## config.mk

```make
export PLATFORM = sky130hd
export DESIGN_NAME = ahb_master_interface_flat
export DESIGN_NICKNAME = d
export VERILOG_FILES = /design/src/rtl/ahb_pkg.sv /design/src/rtl/ahb_master_interface_if.sv /design/src/rtl/ahb_master_interface.sv /design/src/flat_wrapper.sv
export SDC_FILE = /design/constraint.sdc
export NUM_CORES = 1
export LEC_CHECK = 0
export CORE_ASPECT_RATIO = 0.8
export CORE_MARGIN = 4
export CORE_UTILIZATION = 50
export DETAILED_ROUTE_END_ITERATION = 16
export PLACE_DENSITY_LB_ADDON = 0.25
export SYNTH_ARGS = -nofsm -noshare
export SYNTH_HDL_FRONTEND = slang
export SYNTH_SLANG_ARGS = --single-unit
```

## constraint.sdc

```tcl
create_clock -name hclk -period 6.25 [get_ports hclk]
set_clock_uncertainty 0.1 [all_clocks]
set_input_delay 1.25 -clock hclk [delete_from_list [all_inputs] [get_ports hclk]]
set_output_delay 1.25 -clock hclk [all_outputs]
set_load 0.02 [all_outputs]
```

## src/rtl/ahb_pkg.sv

```systemverilog
// AHB encodings and the master FSM state type shared by the bridge and its bench.
package ahb_pkg;

    typedef enum logic [1:0] {
        HTRANS_IDLE   = 2'b00,
        HTRANS_BUSY   = 2'b01,
        HTRANS_NONSEQ = 2'b10,
        HTRANS_SEQ    = 2'b11
    } htrans_e;

    typedef enum logic [1:0] {
        HRESP_OKAY  = 2'b00,
        HRESP_ERROR = 2'b01,
        HRESP_RETRY = 2'b10,
        HRESP_SPLIT = 2'b11
    } hresp_e;

    localparam logic [2:0] HSIZE_WORD    = 3'b010;
    localparam logic [2:0] HBURST_SINGLE = 3'b000;

    typedef enum logic [1:0] {
        ST_IDLE = 2'b00,
        ST_REQ  = 2'b01,
        ST_ADDR = 2'b10,
        ST_DATA = 2'b11
    } state_e;

endpackage

```

## src/rtl/ahb_master_interface_if.sv

```systemverilog
// Command side (from the master module) and AHB side of the single-transfer master bridge.
interface ahb_master_interface_if;

    logic        enable;
    logic        hbusreq_in;
    logic        wr;
    logic [31:0] addr;
    logic [31:0] din;
    logic [1:0]  slv_sel_in;
    logic        hgrant;
    logic        hready;
    logic [1:0]  hresp;
    logic [31:0] hrdata;

    logic        hbusreq;
    logic [31:0] haddr;
    logic [1:0]  htrans;
    logic        hwrite;
    logic [2:0]  hsize;
    logic [2:0]  hburst;
    logic [31:0] hwdata;
    logic [1:0]  hsel_out;
    logic [31:0] dout;
    logic        busy;
    logic        xfer_done;
    logic        xfer_err;

    modport master (
        input  enable, hbusreq_in, wr, addr, din, slv_sel_in,
        input  hgrant, hready, hresp, hrdata,
        output hbusreq, haddr, htrans, hwrite, hsize, hburst, hwdata,
        output hsel_out, dout, busy, xfer_done, xfer_err
    );

    modport slave (
        output enable, hbusreq_in, wr, addr, din, slv_sel_in,
        output hgrant, hready, hresp, hrdata,
        input  hbusreq, haddr, htrans, hwrite, hsize, hburst, hwdata,
        input  hsel_out, dout, busy, xfer_done, xfer_err
    );

endinterface

```

## src/rtl/ahb_master_interface.sv

```systemverilog
// Single-transfer AHB master: latches one command in IDLE, requests the bus, runs one
// NONSEQ word transfer, retries on RETRY/SPLIT and reports done/error as one-cycle pulses.
module ahb_master_interface
    import ahb_pkg::*;
(
    input  logic                  hclk,
    input  logic                  hreset,
    ahb_master_interface_if.master bus
);

    state_e      state, state_nxt;
    logic        accept, data_ok, data_err;

    logic [31:0] cmd_addr, cmd_din;
    logic        cmd_wr;
    logic [1:0]  cmd_sel;
    logic [31:0] haddr_q, hwdata_q, dout_q;
    logic        hwrite_q;
    logic [2:0]  hsize_q;
    logic        done_q, err_q;

    always_ff @(posedge hclk) begin
        if (hreset) state <= ST_IDLE;
        else        state <= state_nxt;
    end

    always_comb begin
        state_nxt = state;
        accept    = 1'b0;
        data_ok   = 1'b0;
        data_err  = 1'b0;
        case (state)
            ST_IDLE: begin
                if (bus.enable && bus.hbusreq_in) begin
                    accept    = 1'b1;
                    state_nxt = ST_REQ;
                end
            end
            ST_REQ:  if (bus.hgrant && bus.hready) state_nxt = ST_ADDR;
            ST_ADDR: if (bus.hready) state_nxt = ST_DATA;
            ST_DATA: begin
                // hready low covers both wait states and the first cycle of a two-cycle response
                if (bus.hready) begin
                    case (bus.hresp)
                        HRESP_OKAY: begin
                            data_ok   = 1'b1;
                            state_nxt = ST_IDLE;
                        end
                        HRESP_ERROR: begin
                            data_err  = 1'b1;
                            state_nxt = ST_IDLE;
                        end
                        default: state_nxt = ST_REQ;
                    endcase
                end
            end
            default: state_nxt = ST_IDLE;
        endcase
    end

    always_ff @(posedge hclk) begin
        if (hreset) begin
            cmd_addr <= '0;
            cmd_din  <= '0;
            cmd_wr   <= 1'b0;
            cmd_sel  <= '0;
            haddr_q  <= '0;
            hwrite_q <= 1'b0;
            hsize_q  <= '0;
            hwdata_q <= '0;
            dout_q   <= '0;
            done_q   <= 1'b0;
            err_q    <= 1'b0;
        end else begin
            done_q <= data_ok;
            err_q  <= data_err;
            if (accept) begin
                cmd_addr <= bus.addr;
                cmd_din  <= bus.din;
                cmd_wr   <= bus.wr;
                cmd_sel  <= bus.slv_sel_in;
            end
            // address-phase fields are loaded on entry so they are stable for the whole ADDR cycle
            if (state == ST_REQ && state_nxt == ST_ADDR) begin
                haddr_q  <= cmd_addr;
                hwrite_q <= cmd_wr;
                hsize_q  <= HSIZE_WORD;
            end
            if (state == ST_ADDR && state_nxt == ST_DATA && cmd_wr) hwdata_q <= cmd_din;
            if (data_ok && !cmd_wr) dout_q <= bus.hrdata;
        end
    end

    assign bus.hbusreq   = (state == ST_REQ) || (state == ST_ADDR);
    assign bus.busy      = (state != ST_IDLE);
    assign bus.htrans    = (state == ST_ADDR) ? HTRANS_NONSEQ : HTRANS_IDLE;
    assign bus.haddr     = haddr_q;
    assign bus.hwrite    = hwrite_q;
    assign bus.hsize     = hsize_q;
    assign bus.hburst    = HBURST_SINGLE;
    assign bus.hwdata    = hwdata_q;
    assign bus.hsel_out  = cmd_sel;
    assign bus.dout      = dout_q;
    assign bus.xfer_done = done_q;
    assign bus.xfer_err  = err_q;

endmodule

```

## src/flat_wrapper.sv

```systemverilog
// flat-port wrapper written by rule: the top's interface ports become plain ports
module ahb_master_interface_flat import ahb_pkg::*;
  (hclk, hreset, bus_enable, bus_hbusreq_in, bus_wr, bus_addr, bus_din, bus_slv_sel_in, bus_hgrant, bus_hready, bus_hresp, bus_hrdata, bus_hbusreq, bus_haddr, bus_htrans, bus_hwrite, bus_hsize, bus_hburst, bus_hwdata, bus_hsel_out, bus_dout, bus_busy, bus_xfer_done, bus_xfer_err);
  ahb_master_interface_if bus_i ();
  input  logic hclk;
  input  logic hreset;
  input wire logic [$bits(bus_i.enable)-1:0] bus_enable;
  input wire logic [$bits(bus_i.hbusreq_in)-1:0] bus_hbusreq_in;
  input wire logic [$bits(bus_i.wr)-1:0] bus_wr;
  input wire logic [$bits(bus_i.addr)-1:0] bus_addr;
  input wire logic [$bits(bus_i.din)-1:0] bus_din;
  input wire logic [$bits(bus_i.slv_sel_in)-1:0] bus_slv_sel_in;
  input wire logic [$bits(bus_i.hgrant)-1:0] bus_hgrant;
  input wire logic [$bits(bus_i.hready)-1:0] bus_hready;
  input wire logic [$bits(bus_i.hresp)-1:0] bus_hresp;
  input wire logic [$bits(bus_i.hrdata)-1:0] bus_hrdata;
  output wire logic [$bits(bus_i.hbusreq)-1:0] bus_hbusreq;
  output wire logic [$bits(bus_i.haddr)-1:0] bus_haddr;
  output wire logic [$bits(bus_i.htrans)-1:0] bus_htrans;
  output wire logic [$bits(bus_i.hwrite)-1:0] bus_hwrite;
  output wire logic [$bits(bus_i.hsize)-1:0] bus_hsize;
  output wire logic [$bits(bus_i.hburst)-1:0] bus_hburst;
  output wire logic [$bits(bus_i.hwdata)-1:0] bus_hwdata;
  output wire logic [$bits(bus_i.hsel_out)-1:0] bus_hsel_out;
  output wire logic [$bits(bus_i.dout)-1:0] bus_dout;
  output wire logic [$bits(bus_i.busy)-1:0] bus_busy;
  output wire logic [$bits(bus_i.xfer_done)-1:0] bus_xfer_done;
  output wire logic [$bits(bus_i.xfer_err)-1:0] bus_xfer_err;
  assign bus_i.enable = bus_enable;
  assign bus_i.hbusreq_in = bus_hbusreq_in;
  assign bus_i.wr = bus_wr;
  assign bus_i.addr = bus_addr;
  assign bus_i.din = bus_din;
  assign bus_i.slv_sel_in = bus_slv_sel_in;
  assign bus_i.hgrant = bus_hgrant;
  assign bus_i.hready = bus_hready;
  assign bus_i.hresp = bus_hresp;
  assign bus_i.hrdata = bus_hrdata;
  assign bus_hbusreq = bus_i.hbusreq;
  assign bus_haddr = bus_i.haddr;
  assign bus_htrans = bus_i.htrans;
  assign bus_hwrite = bus_i.hwrite;
  assign bus_hsize = bus_i.hsize;
  assign bus_hburst = bus_i.hburst;
  assign bus_hwdata = bus_i.hwdata;
  assign bus_hsel_out = bus_i.hsel_out;
  assign bus_dout = bus_i.dout;
  assign bus_busy = bus_i.busy;
  assign bus_xfer_done = bus_i.xfer_done;
  assign bus_xfer_err = bus_i.xfer_err;
  ahb_master_interface u_core (.hclk(hclk), .hreset(hreset), .bus(bus_i));
endmodule
```

==> impl_metrics.csv, run 1 <==
group,metric,value,unit
sta,tightest_slew,1.09,ns
power,comb_power_share,18.1,%
critical_path,critPathMaxFanout,5,
status,status,"complete, no violations",
global_routing,grt_pass1_wl,26000,um
power,power_leakage,3.19,nW
placement,dpl_cell_area,8940,um2
final_layout,antenna_cells,0,
logic_synthesis,syn_avg_cell_area,8.99,um2
power,power_density,283,nW/um2
detailed_routing,routed_wl,16200,um
detailed_routing,drtIter0Drc,306,
logic_synthesis,syn_inst,760,
critical_path,cp-start-kind,"register",
critical_path,r2r_slack,3.54,ns
logic_synthesis,yosys.area.top_type,"dfxtp_1",
sta,fin_crit,3.39,ns
logic_synthesis,synth_top_area_share,49.5,%
power,seq_power_share,43.5,%
final_layout,stdcell_count,1129,
critical_path,startpoint,"u_core.state[0]$_SDFF_PP0_",
cts,cts_tree,"built",
min_path,min_path_cells,2,
sta,rsz0062_at_grt,"no",
floorplanning,die-width,139,um
logic_synthesis,async_flop_share,0,%
placement,io_buffers,211,
detailed_routing,ant_nets,0,
critical_path,worstPathArrival,2.04,ns
sta,slew_headroom,27.2,%
detailed_routing,drc_errors,0,
power,switching_share,28.8,%
final_layout,fin_util,72.6,%
final_layout,area_delta_synth_final,39.4,%
sta,fin_crit_sh,54.2,%
critical_path,worstPathRequired,4.90,ns
floorplanning,rows,37,
final_layout,drive_gt1_share,10.8,%
critical_path,timing.rr.end,"u_core.bus.haddr[17]$_SDFFE_PP0P_",
critical_path,rr_startpoint,"u_core.state[0]$_SDFF_PP0_",
global_routing,busiest_layer,"met2",
min_path,whs_endpoint,"u_core.cmd_din[10]$_SDFFE_PP0P_",
global_routing,grt_max_degree,168,
cts,cts_resized,0,
floorplanning,floorplan.initialDensity,52.1,%
sta,setup_ws,2.86,ns
global_routing,grtUsageMet3,8.86,%
sta,clock.fmax,295,MHz
final_layout,layout.nets,1053,
cts,cts_hold_buf,0,
floorplanning,ios,218,
global_routing,grt_remaining_overflow,0,
logic_synthesis,synthTopCellsByArea,"dfxtp_1, nand2_1, mux2i_1",
placement,place_inst,1097,
logic_synthesis,synth-edff-count,0,
detailed_routing,wire_per_inst,14.4,um
logic_synthesis,synthFlopType,"dfxtp_1",
cts,clk_pin_slew,0.06,ns
critical_path,worstSetupEndpointType,"output port",
placement,gp_congestion,0.812,
sta,finalSetupViolations,0,
critical_path,worst-r2r-cell-count,6,
power,clkPwrFrac,38.3,%
global_routing,groute.usage.overall,20.5,%
min_path,hold_path_class,"register to register",
run,maxCapViolations,0,
logic_synthesis,ys.warnings.count,0,
cts,cts_root_buf,"clkbuf_16",
placement,post-dp-hpwl,10800,um
cts,cts_buffers,17,
min_path,hold_start,"u_core.cmd_din[10]$_SDFFE_PP0P_",
sta,tns,0,ns
global_routing,globalRouteMet2Util,33.3,%
power,total_power,2.70,mW
floorplanning,dieArea,15600,um2
cts,cts_setup_buffers,0,
floorplanning,die_h,113,um
logic_synthesis,synth_cell_types,36,
power,intPower,1.92,mW
sta,slew_violations,0,
cts,cts_htree_levels,4,
logic_synthesis,syn_area,6830,um2
sta,hold_slack,0.350,ns
power,irDropWorstVdd,0.206,mV
logic_synthesis,ys_seq_area_share,49.5,%
critical_path,crit_type,"register to output port",
final_layout,design_area,9520,um2
logic_synthesis,ys_seq_elements,169,
floorplanning,core-area,13100,um2
global_routing,grt_pass1_vias,5227,
cts,clock_latency,0.42,ns
detailed_routing,dr.pass1.iters,4,
detailed_routing,drt-vias-per-instance,4.79,
sta,hold_violations,0,
detailed_routing,vias,5403,
cts,cts_buffer_depth,2,
placement,place_ws,2.52,ns
global_routing,met1_usage,24.7,%
cts,cts.sinks,169,
power,power.switching,776,uW
global_routing,grt_antenna_before_repair,0,
-- worst max path at each step --
stage / to / cells past startpoint
2_1_floorplan: u_core.bus.dout[30]$_SDFFE_PP0P_ / 5
3_3_place_gp: u_core.bus.haddr[13]$_SDFFE_PP0P_ / 5
3_5_place_dp: u_core.bus.haddr[17]$_SDFFE_PP0P_ / 5
4_1_cts: bus_busy / 4
5_1_grt: bus_busy / 4
6_report: bus_busy / 4
-- per-layer routing --
layer | vias up | wire length, um
met3 | 13 | 1480
li1 | 2794 | -
met5 | - | 0
met2 | 150 | 7570
met1 | 2446 | 7000
met4 | 0 | 175
-- cells in the mapped netlist (2+ instances only) --
master,instances
nand2_1,199
dfxtp_1,169
a21oi_1,102
nand2b_1,74
mux2i_1,65
or2b_2,55
clkbuf_1,42
buf_4,6
buf_6,6
inv_1,6
ha_1,5
buf_2,4
nor2_1,2
nor3_1,2
or2b_1,2
-- final cells by class --
type	instances	area (um2)
Multi-Input combinational cell	530	3150
Clock inverter	15	156
Clock buffer	17	425
Sequential cell	169	3380
Tap cell	175	219
Timing Repair Buffer	217	2160
Inverter	6	22.5
Fill cell	1065	3580
-- logic make-up after synthesis --
logic type | count (synthesis) | share of synthesized area [%]
AND/OR/NAND/NOR | 340 | 25.8
flip-flops | 169 | 49.5
AO/OA/AOI/OAI | 114 | 9.31
buffers and inverters | 66 | 4.84
multiplexers | 65 | 9.53
adder cells (fa/ha/maj) | 5 | 0.916
other | 1 | 0.0549
-- state kept, by name (all words and copies together) (netlist names) --
name	cells
u_core.bus.hwrite	1
u_core.bus.hsize	1
u_core.bus.dout	32
u_core.bus.xfer_err	1
u_core.cmd_wr	1
u_core.cmd_addr	32
u_core.bus.xfer_done	1
u_core.bus.hsel_out	2
u_core.cmd_din	32
u_core.bus.haddr	32
u_core.bus.hwdata	32
u_core.state	2
-- power by group through the flow --
stage	Combinational (mW)	Sequential, mW	Clock (mW)
after floorplan	0.314	1.20	0
after global placement	0.485	1.20	0
final	0.490	1.17	1.03
after global routing	0.537	1.18	1.10
after detailed placement	0.494	1.20	0
after CTS	0.496	1.17	1.06
-- placed cells by master, fill, tap and decap left out, types with 2 or more instances in the layout --
cell,instances
clkdlybuf4s50_1,210
clkinv_4,2
mux2i_1,65
conb_1,6
inv_1,6
a21oi_1,102
or2b_2,55
nand2_1,199
nand2b_1,74
clkinvlp_4,2
ha_1,5
clkbuf_16,17
inv_8,4
or2b_1,2
buf_4,6
dfxtp_1,169
inv_6,5
-- critical path, cell delays in order (launching register included) --
cell and delay (ns):
dfxtp_1 0.44, inv_1 0.12, ha_1 0.24, inv_1 0.14, clkdlybuf4s50_1 0.68
Note: power is estimated with default switching activity, not from simulation.
==> inputs of run 2 (changes only) <==
- CORE_UTILIZATION: 50 -> 42
- clock period: 6.25 -> 2.8 ns (I/O delays scaled with it)
==> impl_metrics.csv, run 2 (same netlist as run 1, synthesis figures left out) <==
group,metric,value,unit
critical_path,cpLargestDelayFamily,"buffers and inverters",
sta,slew_violations,0,
cts,cts_buffer_depth,2,
critical_path,critPathMaxFanout,7,
cts,cts_hold_buf,0,
power,power_density,656,nW/um2
critical_path,cpPeakStageDelay,0.61,ns
cts,cts_buffers,17,
status,status,"complete, no violations",
cts,cts_root_buf,"clkbuf_16",
final_layout,drive_gt1_share,11.1,%
floorplanning,dieArea,18400,um2
global_routing,grt_antenna_before_repair,0,
sta,tightest_slew,0.621,ns
floorplanning,core-area,15900,um2
critical_path,path_buf_inv,3,
final_layout,fin_util,61.8,%
critical_path,worstPathArrival,1.96,ns
placement,gp_congestion,0.824,
critical_path,cp-start-kind,"register",
critical_path,r2r_slack,0.57,ns
sta,tns,0,ns
floorplanning,ios,218,
cts,cts_tree,"built",
critical_path,critPathMostFrequentCell,"inv_1",
cts,cts.sinks,169,
detailed_routing,routed_wl,16700,um
cts,clock_latency,0.41,ns
placement,io_buffers,211,
min_path,hold_path_class,"register to register",
detailed_routing,drc_errors,0,
min_path,whs_endpoint,"u_core.cmd_din[22]$_SDFFE_PP0P_",
detailed_routing,drt-vias-per-instance,4.58,
sta,slew_headroom,58.6,%
final_layout,most-common-layout-cells,"clkdlybuf4s50_1, nand2_1, dfxtp_1",
detailed_routing,wire_per_inst,14.2,um
detailed_routing,drtIter0Drc,263,
sta,fin_crit_sh,93.7,%
sta,fin_crit,2.62,ns
cts,cts_setup_buffers,0,
global_routing,grt_remaining_overflow,0,
sta,finalSetupViolations,0,
critical_path,worst-r2r-cell-count,7,
global_routing,groute.usage.overall,17.9,%
detailed_routing,ant_nets,0,
critical_path,worstSetupEndpointType,"output port",
cts,cts_htree_levels,4,
critical_path,rr_startpoint,"u_core.state[1]$_SDFF_PP0_",
sta,clock.fmax,381,MHz
detailed_routing,dr.pass1.iters,5,
final_layout,area_delta_synth_final,43.4,%
run,maxCapViolations,0,
min_path,min_path_cells,2,
critical_path,crit_type,"register to output port",
critical_path,worstPathRequired,2.14,ns
sta,hold_slack,0.347,ns
global_routing,grt_max_degree,98,
critical_path,critical_path.cell_chain,"inv_1 > ha_1 > inv_1 > clkdlybuf4s50_1",
power,power_leakage,3.29,nW
detailed_routing,vias,5388,
floorplanning,rows,41,
final_layout,design_area,9790,um2
sta,hold_violations,0,
sta,rsz0062_at_grt,"no",
final_layout,final_common_cell,"clkdlybuf4s50_1",
placement,dpl_cell_area,9110,um2
final_layout,antenna_cells,0,
power,irDropWorstVdd,0.380,mV
placement,post-dp-hpwl,11100,um
cts,clk_pin_slew,0.06,ns
floorplanning,die_h,122,um
critical_path,cpMaxStageDelayCell,"clkdlybuf4s50_1",
critical_path,timing.rr.end,"u_core.bus.haddr[8]$_SDFFE_PP0P_",
min_path,hold_start,"u_core.cmd_din[22]$_SDFFE_PP0P_",
cts,cts_resized,0,
floorplanning,floorplan.initialDensity,43.1,%
final_layout,layout.nets,1060,
global_routing,grt_pass1_wl,26000,um
global_routing,grt_pass1_vias,5076,
floorplanning,die-width,151,um
## run 2: worst max-delay path by stage
stage	endpoint	start	cells past startpoint	slack [ns]
finish	bus_busy	u_core.state[1]$_SDFF_PP0_	4	0.18
floorplan	u_core.bus.hsize[1]$_SDFFE_PP0P_	u_core.state[0]$_SDFF_PP0_	8	0.77
CTS	bus_busy	u_core.state[1]$_SDFF_PP0_	4	0.16
global placement	u_core.bus.hwdata[30]$_SDFFE_PP0P_	bus_hready	6	0.34
detailed placement	u_core.bus.hwdata[16]$_SDFFE_PP0P_	bus_hready	6	0.25
global route	bus_busy	u_core.state[0]$_SDFF_PP0_	4	0.07
## run 2: per-stage QoR
stage	power (mW)	cells	worst slack, ns
floorplan	3.38	765	0.767
global placement	3.80	1144	0.337
detailed placement	3.82	1144	0.246
CTS	6.50	1176	0.157
global route	6.70	1176	0.0720
finish	6.43	1176	0.176
## run 2: worst min-delay path, delay by kind of cell, from the launching register on
| kind | cells | cell delay [ns] |
|---|---|---|
| AO/OA/AOI/OAI | 1 | 0.05 |
| AND/OR/NAND/NOR | 1 | 0.05 |
| flip-flops | 1 | 0.30 |
## run 2: routing by layer
metal / share of wire, % / track usage [%] / routed length, um
met5: 0 / 0 / 0
met4: 1.0 / 5.26 / 169
met3: 10 / 8.85 / 1700
met2: 44 / 27.2 / 7390
met1: 45 / 22.5 / 7480
## run 2: where the power goes
group	leakage (nW)	total [mW]	internal, mW	switching (mW)
clock network	0.329	2.67	1.73	0.939
registers	1.37	2.62	2.54	0.0809
logic	1.59	1.13	0.518	0.616
total	3.29	6.43	4.79	1.64
## run 2: area by class of cell
type	instances	area [um2]
Clock buffer	22	464
Clock inverter	10	215
Fill cell	1340	6060
Inverter	6	22.5
Multi-Input combinational cell	530	3150
Sequential cell	169	3380
Tap cell	215	269
Timing Repair Buffer	224	2290
==> inputs of run 3 (changes only) <==
- ABC_AREA: unset -> 1
- CAP_MARGIN: unset -> 20
- CORE_UTILIZATION: 42 -> 41
- SLEW_MARGIN: unset -> 10
==> impl_metrics.csv, run 3 <==
group,metric,value,unit
status,status,"complete, no violations",
logic_synthesis,synthTopCellsByArea,"dfxtp_1, nor2_1, a21oi_1",
min_path,hold_path_class,"register to register",
critical_path,timing.rr.end,"u_core.bus.hwdata[26]$_SDFFE_PP0P_",
logic_synthesis,yosys.area.top_type,"dfxtp_1",
detailed_routing,ant_nets,0,
logic_synthesis,synth-edff-count,0,
min_path,hold_start,"u_core.bus.hsel_out[1]$_SDFFE_PP0P_",
critical_path,crit_type,"register to output port",
placement,dpl_cell_area,8790,um2
floorplanning,floorplan.initialDensity,41.8,%
detailed_routing,wire_per_inst,13.8,um
logic_synthesis,synthFlopType,"dfxtp_1",
logic_synthesis,synth_most_common_cell,"dfxtp_1",
final_layout,fin_util,59.2,%
detailed_routing,dr.pass1.iters,4,
power,switching_share,33.9,%
min_path,whs_endpoint,"u_core.bus.hsel_out[1]$_SDFFE_PP0P_",
power,intPower,4.67,mW
detailed_routing,vias,6021,
global_routing,grt_pass1_wl,27600,um
sta,hold_violations,0,
detailed_routing,routed_wl,17400,um
power,irDropWorstVdd,0.426,mV
power,power_leakage,3.49,nW
logic_synthesis,ys_top_cells_by_count,"dfxtp_1, nor2_1, nand2_1",
logic_synthesis,syn_avg_cell_area,7.75,um2
detailed_routing,drc_errors,0,
logic_synthesis,syn_area,6610,um2
sta,rsz0062_at_grt,"no",
final_layout,layout.nets,1146,
power,comb_power_share,29.0,%
logic_synthesis,ys_seq_elements,169,
cts,cts_resized,0,
final_layout,final_common_cell,"clkdlybuf4s50_1",
global_routing,grt_max_degree,77,
cts,cts_setup_buffers,0,
cts,cts_buffer_depth,2,
run,maxCapViolations,0,
critical_path,rr_startpoint,"u_core.state[1]$_SDFF_PP0_",
critical_path,cp-start-kind,"register",
final_layout,area_delta_synth_final,41.5,%
final_layout,drive_gt1_share,6.02,%
placement,post-dp-hpwl,11700,um
critical_path,worst-r2r-cell-count,9,
power,seq_power_share,39.4,%
cts,clk_pin_slew,0.07,ns
cts,cts_tree,"built",
floorplanning,die-width,150,um
cts,cts_buffers,17,
sta,tns,0,ns
sta,clock.fmax,389,MHz
critical_path,r2r_slack,0.70,ns
sta,fin_crit,2.57,ns
floorplanning,ios,218,
floorplanning,rows,41,
detailed_routing,drt-vias-per-instance,4.77,
min_path,min_path_cells,2,
critical_path,worstPathRequired,2.14,ns
global_routing,grt_remaining_overflow,0,
logic_synthesis,ys_seq_area_share,51.2,%
critical_path,worstPathArrival,1.91,ns
floorplanning,dieArea,18200,um2
cts,clock_latency,0.42,ns
critical_path,critPathMaxFanout,5,
power,power_density,756,nW/um2
logic_synthesis,ys.warnings.count,0,
power,clkPwrFrac,31.5,%
detailed_routing,drtIter0Drc,400,
global_routing,grt_pass1_vias,5457,
global_routing,grt_antenna_before_repair,0,
logic_synthesis,synth_cell_types,27,
floorplanning,core-area,15800,um2
final_layout,design_area,9350,um2
cts,cts_htree_levels,4,
sta,fin_crit_sh,91.8,%
power,power.switching,2.40,mW
floorplanning,die_h,122,um
placement,gp_congestion,0.800,
global_routing,groute.usage.overall,18.8,%
logic_synthesis,synth_top_area_share,51.2,%
sta,hold_slack,0.343,ns
logic_synthesis,async_flop_share,0,%
critical_path,worstSetupEndpointType,"output port",
cts,cts.sinks,169,
placement,io_buffers,211,
cts,cts_root_buf,"clkbuf_16",
final_layout,antenna_cells,0,
sta,slew_violations,0,
final_layout,most-common-layout-cells,"clkdlybuf4s50_1, dfxtp_1, nor2_1",
cts,cts_hold_buf,0,
logic_synthesis,syn_inst,853,
sta,finalSetupViolations,0,
[run 3: cell type report]
cell class	instances	area [um2]
inverter	80	305
multi-input combinational	540	2570
sequential	169	3380
tap	215	269
clock buffer	19	443
fill	1462	6450
clock inverter	12	119
timing repair buffer	226	2260
[run 3: logic make-up (layout without fill, tap and decap cells)]
family / Yosys count / count (layout) / synth area share [%]
buffers and inverters: 149 / 337 / 10.6
flip-flops: 169 / 169 / 51.2
AND/OR/NAND/NOR: 361 / 361 / 24.4
adder cells (fa/ha/maj): 5 / 5 / 0.946
other: 1 / 6 / 0.0567
AO/OA/AOI/OAI: 168 / 168 / 12.8
[run 3: critical path, stage by stage (launching register included)]
cell             delay (ns)
dfxtp_1                0.41
inv_1                  0.14
ha_1                   0.26
inv_1                  0.08
clkdlybuf4s50_1        0.60
[run 3: routing by layer]
metal  vias to the layer above  track usage, %  share of wire, %
li1                       3102               -                 -
met1                      2708            25.7                45
met2                       196            29.5                45
met3                        15            5.80               8.3
met4                         0            4.29              0.89
met5                         -               0                 0
[run 3: power by group through the flow]
stage	Sequential [mW]	Clock [mW]	Combinational, mW
floorplan	2.93	0	1.34
global placement	2.83	0	2.05
detailed placement	2.84	0	2.06
CTS	2.79	2.29	2.07
global route	2.81	2.40	2.26
finish	2.79	2.23	2.05
[run 3: how the worst max path moves through the flow]
stage,start,endpoint,slack (ns),cells after the start
after CTS,u_core.state[1]$_SDFF_PP0_,bus_busy,0.21,4
after floorplan,u_core.state[0]$_SDFF_PP0_,u_core.bus.haddr[23]$_SDFFE_PP0P_,1.03,11
after global placement,bus_enable,u_core.bus.hwdata[26]$_SDFFE_PP0P_,0.36,10
final,u_core.state[1]$_SDFF_PP0_,bus_busy,0.23,4
after detailed placement,bus_hready,u_core.bus.haddr[7]$_SDFFE_PP0P_,0.35,10
after global routing,u_core.state[1]$_SDFF_PP0_,bus_busy,0.15,4
[run 3: through the flow]
step	total power, mW	std cells	worst slack (ns)
CTS	7.15	1261	0.212
global placement	4.88	1230	0.359
floorplan	4.27	858	1.03
finish	7.07	1261	0.230
global route	7.47	1261	0.145
detailed placement	4.90	1230	0.350
